<file path="src/rtl/lsb_mem_unit.sv">
`timescale 1ns/1ps
// lsb_mem_unit: memory-side responder for the load/store buffer.
// Takes one load/store descriptor at a time, breaks it into byte-wide
// accesses on the single-port RAM/IO bus, and returns a tagged completion
// pulse. Load data is returned zero-extended; stores return 0.
module lsb_mem_unit #(
  parameter int         LSB_CAP_BIT = 3,
  parameter logic [1:0] IO_ADDR_HI  = 2'b11
) (
  input  logic                   clk_in,
  input  logic                   rst_n_in,
  input  logic                   rdy_in,
  input  logic                   clear,
  input  logic                   req_in,
  input  logic [LSB_CAP_BIT-1:0] pos_in,
  input  logic                   ls_in,
  input  logic [1:0]             len_in,
  input  logic [31:0]            addr_in,
  input  logic [31:0]            val_in,
  output logic                   busy,
  output logic                   finished,
  output logic [LSB_CAP_BIT-1:0] pos_out,
  output logic [31:0]            val_out,
  input  logic                   io_buffer_full,
  input  logic [7:0]             mem_din,
  output logic [7:0]             mem_dout,
  output logic [31:0]            mem_a,
  output logic                   mem_wr
);

  localparam logic [1:0] ST_IDLE  = 2'd0;
  localparam logic [1:0] ST_READ  = 2'd1;
  localparam logic [1:0] ST_WRITE = 2'd2;
  localparam logic [1:0] ST_DONE  = 2'd3;

  logic [1:0]             state_reg;
  logic [1:0]             cnt_reg;
  logic [1:0]             len_reg;
  logic [31:0]            addr_reg;
  logic [31:0]            data_reg;
  logic [LSB_CAP_BIT-1:0] pos_reg;
  logic                   wr_q;
  // Set when the ROB flushes while a committed store is still draining;
  // the store completes on the bus but never reports back.
  logic                   flush_reg;

  logic [1:0]  last_cnt;
  logic [1:0]  next_cnt;
  logic [31:0] cur_addr;
  logic [31:0] next_addr;
  logic        cur_is_io;
  logic        in_is_io;
  logic        suppress;
  logic [7:0]  data_bytes [4];
  logic [31:0] ld_word;

  // Index of the final byte for the latched access size (11 behaves as word).
  always_comb begin
    last_cnt = 2'd3;
    case (len_reg)
      2'b00:   last_cnt = 2'd0;
      2'b01:   last_cnt = 2'd1;
      default: last_cnt = 2'd3;
    endcase
  end

  assign next_cnt  = cnt_reg + 2'd1;
  assign cur_addr  = addr_reg + {30'd0, cnt_reg};
  assign next_addr = cur_addr + 32'd1;
  assign cur_is_io = (cur_addr[17:16] == IO_ADDR_HI);
  assign in_is_io  = (addr_in[17:16] == IO_ADDR_HI);
  assign suppress  = flush_reg || clear;

  // Byte view of the data buffer, and the final load word: the byte arriving
  // this cycle comes straight from mem_din, bytes beyond the size are zero.
  genvar gi;
  generate
    for (gi = 0; gi < 4; gi++) begin : g_bytes
      localparam logic [1:0] BI = gi;
      assign data_bytes[gi] = data_reg[gi*8 +: 8];
      assign ld_word[gi*8 +: 8] = (BI > last_cnt) ? 8'h00 :
                                  ((BI == cnt_reg) ? mem_din : data_bytes[gi]);
    end
  endgenerate

  // Busy must rise in the same cycle as a request so the LSB never issues
  // a second one on top of it.
  assign busy   = (state_reg != ST_IDLE) || req_in;
  assign mem_wr = wr_q && rdy_in;

  // Main sequencer: accept, serialise bytes, pulse completion, return to idle.
  always_ff @(posedge clk_in or negedge rst_n_in) begin
    if (!rst_n_in) begin
      state_reg <= ST_IDLE;
      cnt_reg   <= 2'd0;
      len_reg   <= 2'd0;
      addr_reg  <= 32'd0;
      data_reg  <= 32'd0;
      pos_reg   <= '0;
      wr_q      <= 1'b0;
      flush_reg <= 1'b0;
      finished  <= 1'b0;
      pos_out   <= '0;
      val_out   <= 32'd0;
      mem_a     <= 32'd0;
      mem_dout  <= 8'd0;
    end else if (rdy_in) begin
      case (state_reg)
        ST_IDLE: begin
          finished <= 1'b0;
          wr_q     <= 1'b0;
          if (req_in && !clear) begin
            pos_reg   <= pos_in;
            len_reg   <= len_in;
            addr_reg  <= addr_in;
            cnt_reg   <= 2'd0;
            flush_reg <= 1'b0;
            if (!ls_in) begin
              data_reg  <= 32'd0;
              mem_a     <= addr_in;
              state_reg <= ST_READ;
            end else begin
              data_reg  <= val_in;
              state_reg <= ST_WRITE;
              if (in_is_io && io_buffer_full) begin
                wr_q <= 1'b0;
              end else begin
                wr_q     <= 1'b1;
                mem_a    <= addr_in;
                mem_dout <= val_in[7:0];
              end
            end
          end
        end

        ST_READ: begin
          if (clear) begin
            state_reg <= ST_IDLE;
            finished  <= 1'b0;
            wr_q      <= 1'b0;
          end else begin
            data_reg[{cnt_reg, 3'b000} +: 8] <= mem_din;
            if (cnt_reg == last_cnt) begin
              finished  <= 1'b1;
              pos_out   <= pos_reg;
              val_out   <= ld_word;
              state_reg <= ST_DONE;
            end else begin
              mem_a   <= next_addr;
              cnt_reg <= next_cnt;
            end
          end
        end

        ST_WRITE: begin
          if (clear) begin
            flush_reg <= 1'b1;
          end
          if (wr_q) begin
            // The byte currently on the bus is written at this edge.
            if (cnt_reg == last_cnt) begin
              wr_q      <= 1'b0;
              state_reg <= ST_DONE;
              finished  <= !suppress;
              if (!suppress) begin
                pos_out <= pos_reg;
                val_out <= 32'd0;
              end
            end else begin
              mem_a    <= next_addr;
              mem_dout <= data_bytes[next_cnt];
              cnt_reg  <= next_cnt;
            end
          end else if (!(cur_is_io && io_buffer_full)) begin
            // IO buffer has room again: start the pending byte.
            wr_q     <= 1'b1;
            mem_a    <= cur_addr;
            mem_dout <= data_bytes[cnt_reg];
          end
        end

        default: begin
          // Completion cycle: drop the pulse and go back to idle.
          finished  <= 1'b0;
          wr_q      <= 1'b0;
          state_reg <= ST_IDLE;
        end
      endcase
    end
  end

endmodule

</file>
<file path="config.mk">
export PLATFORM = sky130hd
export DESIGN_NAME = lsb_mem_unit
export DESIGN_NICKNAME = d
export VERILOG_FILES = /design/src/rtl/lsb_mem_unit.sv
export SDC_FILE = /design/constraint.sdc
export NUM_CORES = 1
export LEC_CHECK = 0
export CAP_MARGIN = 30
export CORE_UTILIZATION = 40
export CTS_BUF_LIST = sky130_fd_sc_hd__clkbuf_4
export CTS_CLUSTER_DIAMETER = 100
export CTS_CLUSTER_SIZE = 30
export DETAILED_ROUTE_END_ITERATION = 16
export GPL_TIMING_DRIVEN = 0
export PLACE_DENSITY = 0.65
export SLEW_MARGIN = 40
export SYNTH_ARGS = -nofsm -noshare
export SYNTH_HDL_FRONTEND = slang
export SYNTH_SLANG_ARGS = --single-unit
</file>
<file path="constraint.sdc">
create_clock -name clk_in -period 5.1 [get_ports clk_in]
set_clock_uncertainty 0.05 [all_clocks]
set_input_delay 1.02 -clock clk_in [delete_from_list [all_inputs] [get_ports clk_in]]
set_output_delay 1.02 -clock clk_in [all_outputs]
set_load 0.02 [all_outputs]
</file>
==> flow_metrics.env, run 1 <==
export IMPL_synthArstFlopShare_pct=100
export IMPL_layout_common_cells="clkdlybuf4s50_1, dfrtp_1, nand2_1"
export IMPL_synth_top_cell_area_share_pct=38.9
export IMPL_wl_mm=33.8
export IMPL_grt_pass1_vias=9108
export IMPL_synth_area_um2=9720
export IMPL_avgSynthCellArea_um2=9.21
export IMPL_layout_drive_gt1_share_pct=11.4
export IMPL_grt_max_degree=59
export IMPL_top_layer_used="met4"
export IMPL_worstMarginPinSlew_ns=0.874
export IMPL_synth_ff_type="dfrtp_1"
export IMPL_worst_path_buf_inv=3
export IMPL_cpLargestDelayFamily="simple AND/OR/NAND/NOR gates"
export IMPL_dp_hpwl_mm=25.0
export IMPL_vias=9474
export IMPL_clk_insertion_delay_late_ns=0.62
export IMPL_ff2ff_path_depth=12
export IMPL_io_buffers=153
export IMPL_ys_seq_elements=151
export IMPL_slowest_delay_ns=0.58
export IMPL_final_nets=1329
export IMPL_crit_start="cnt_reg[1]"
export IMPL_endpoint="mem_a[31]"
export IMPL_timing_final_crit_share_pct=94.1
export IMPL_total_power_mw=7.90
export IMPL_fillers=2250
export IMPL_die_width_um=158
export IMPL_r2r_end="mem_a[31]"
export IMPL_slew_headroom_pct=41.5
export IMPL_drc_errors=0
export IMPL_path_cells="clkbuf_2 -> inv_1 -> fa_1 -> nand4b_1 -> nor3_4 -> xor2_1 -> o211ai_2 -> or3_1 -> buf_2 -> nor4_1 -> a31oi_1 -> o31ai_1"
export IMPL_p_int_mw=3.96
export IMPL_antenna_found_initial=3
export IMPL_cts_made_buffers=17
export IMPL_cp_required_ns=5.57
export IMPL_overflow=0
export IMPL_route_met2_wl_mm=15.6
export IMPL_ys_types=70
export IMPL_regToRegSetupSlack_ns=0.30
export IMPL_place_congestion=0.975
export IMPL_p_per_area_nw_per_um2=650
export IMPL_hold_path_class="in -> async"
export IMPL_clkTransAtPathRegs_ns=0.18
export IMPL_max_vdd_ir_drop_v=0.000301
export IMPL_drt_antenna_violating_nets=0
export IMPL_path_max_fanout=10
export IMPL_placed_area_um2=11800
export IMPL_seq_area_frac_synth_pct=38.9
export IMPL_syn_num_nets=1153
export IMPL_synthTopCellsByArea="dfrtp_1, mux2_2, mux2i_1, a21oi_1, nand2_1"
export IMPL_start_kind="flip-flop"
export IMPL_layout_commonest_cell="clkdlybuf4s50_1"
export IMPL_cts_sinks=151
export IMPL_met3_length_mm=3.02
export IMPL_status="finished clean"
export IMPL_die_y_um=158
export IMPL_worstSetupPathType="reg -> reg"
export IMPL_drv_cap=0
export IMPL_grt_first_pass_wirelength_mm=52.2
export IMPL_yosysWarnings=0
export IMPL_setup_violations=0
export IMPL_core_area_um2=23700
export IMPL_root_buffer="clkbuf_4"
export IMPL_switching_share_pct=49.8
export IMPL_ctsLongestPathBuffers=2
export IMPL_wl_met1_mm=14.0
export IMPL_hold_viol=0
export IMPL_fmax_mhz=208
export IMPL_p_switching_mw=3.94
export IMPL_r2r_start="cnt_reg[1]"
export IMPL_timing_final_crit_period_ns=4.80
export IMPL_cts_tree="done"
export IMPL_drt_iter0_drc=810
export IMPL_area_growth_pct=24.9
export IMPL_end_kind="flip-flop"
export IMPL_start_util_pct=41.0
export IMPL_routed_via_density=6.05
export IMPL_cp_depth=12
export IMPL_ios=162
export IMPL_critPathArrivalTime_ns=5.27
export IMPL_clkPwrFrac_pct=10.7
export IMPL_pwr_share_comb_pct=60.2
export IMPL_firstDrtPassIters=6
export IMPL_slew_viol_final=0
export IMPL_synth_edff_count=0
export IMPL_syn_inst=1056
export IMPL_synth_area_leader_cell="dfrtp_1"
export IMPL_wl_per_cell_um=21.6
export IMPL_sequentialPowerShare_pct=29.2
export IMPL_grtUsageTotal_pct=28.0
export IMPL_fin_area_um2=12100
export IMPL_cp_slowest_cell="fa_1"
export IMPL_dieArea_um2=24900
export IMPL_num_rows=56
export IMPL_p_leak_nw=4.61
export IMPL_htree_levels=4
[synthesized netlist by cell type (all sizes together), types with 6 or more instances]
master and number:
a21oi 81, a221oi 7, a22oi 38, and2 7, and4 6, buf 29, clkbuf 56, dfrtp 151
ha 12, inv 18, mux2 49, mux2i 43, mux4 16, nand2 108, nand2b 7, nand3 24
nand4 11, nor2 80, nor2b 6, nor3 23, nor4 21, nor4b 6, o211ai 10, o21ai 62
o31ai 48, or3 9, or4 6, xnor2 19, xor2 22
[power by group through the flow]
stage | sequential (mW) | combinational [mW] | clock [mW]
final | 2.30 | 4.75 | 0.842
after global routing | 2.38 | 5.14 | 0.897
after floorplan | 2.47 | 2.72 | 0
after global placement | 2.31 | 4.56 | 0
after detailed placement | 2.32 | 4.65 | 0
after CTS | 2.29 | 4.67 | 0.851
[layout make-up]
class	count	area (µm²)	area share, %
multi-input cells	802	5590	46.1
flip-flops and latches	151	3780	31.1
repair buffers	157	1600	13.2
well taps	319	399	3.29
plain buffers	85	364	3.00
clock inverters	15	201	1.66
clock buffers	17	128	1.05
inverters	18	67.6	0.556
diodes	2	5.00	0.0412
[worst min path at each step]
| stage | endpoint | cells after the start | from |
|---|---|---|---|
| 6_report | addr_reg[15] | 1 | rst_n_in |
| 5_1_grt | addr_reg[15] | 1 | rst_n_in |
| 4_1_cts | mem_a[14] | 1 | rst_n_in |
| 3_5_place_dp | val_out[18] | 2 | val_out[18] |
| 3_3_place_gp | val_out[2] | 2 | val_out[2] |
| 2_1_floorplan | pos_out[0] | 1 | pos_reg[0] |
[kinds of logic after synthesis]
| kind of cell | Yosys count | synth area share, % |
|---|---|---|
| DFF | 151 | 38.9 |
| xor gates and xnor gates | 41 | 3.69 |
| AOI/OAI and AO/OA | 305 | 20.4 |
| muxes | 108 | 13.8 |
| and+or+nand+nor | 335 | 17.0 |
| buffers and inverters | 103 | 4.40 |
| adders and majority gates | 13 | 1.75 |
[per-stage QoR]
| step | cells | setup slack, ns | hold WS [ns] | TNS [ns] | util [%] |
|---|---|---|---|---|---|
| 6_report | 1566 | 0.301 | 0.214 | 0 | 51.3 |
| 5_1_grt | 1566 | -0.0322 | 0.204 | -0.0322 | 51.3 |
| 4_1_cts | 1563 | 0.121 | 0.223 | 0 | 51.1 |
| 3_5_place_dp | 1531 | 0.158 | 0.416 | 0 | 49.7 |
| 3_3_place_gp | 1528 | -3.49 | 0.416 | -525.85 | 49.2 |
| 2_1_floorplan | 1056 | 1.01 | 0.425 | 0 | - |
[repair_timing]
| action | in CTS | in global routing |
|---|---|---|
| setup endpoints to repair | 0 | 27 |
| gates resized for setup | 0 | 7 |
| buffers inserted | 0 | 0 |
| hold buffers | 0 | 0 |
[layer usage]
layer | vias up | track usage (%)
met5 | - | 0
met4 | 0 | 11.0
met3 | 87 | 5.91
met2 | 472 | 44.5
met1 | 4626 | 37.1
li1 | 4289 | -
Power figures use the tool's default switching activity.
==> run 2: changes to the inputs <==
CAP_MARGIN = unset   (was 30)
CTS_CLUSTER_DIAMETER = unset   (was 100)
==> results of run 2 <==
Final layout, timing and power as in run 1 (identical DEF).
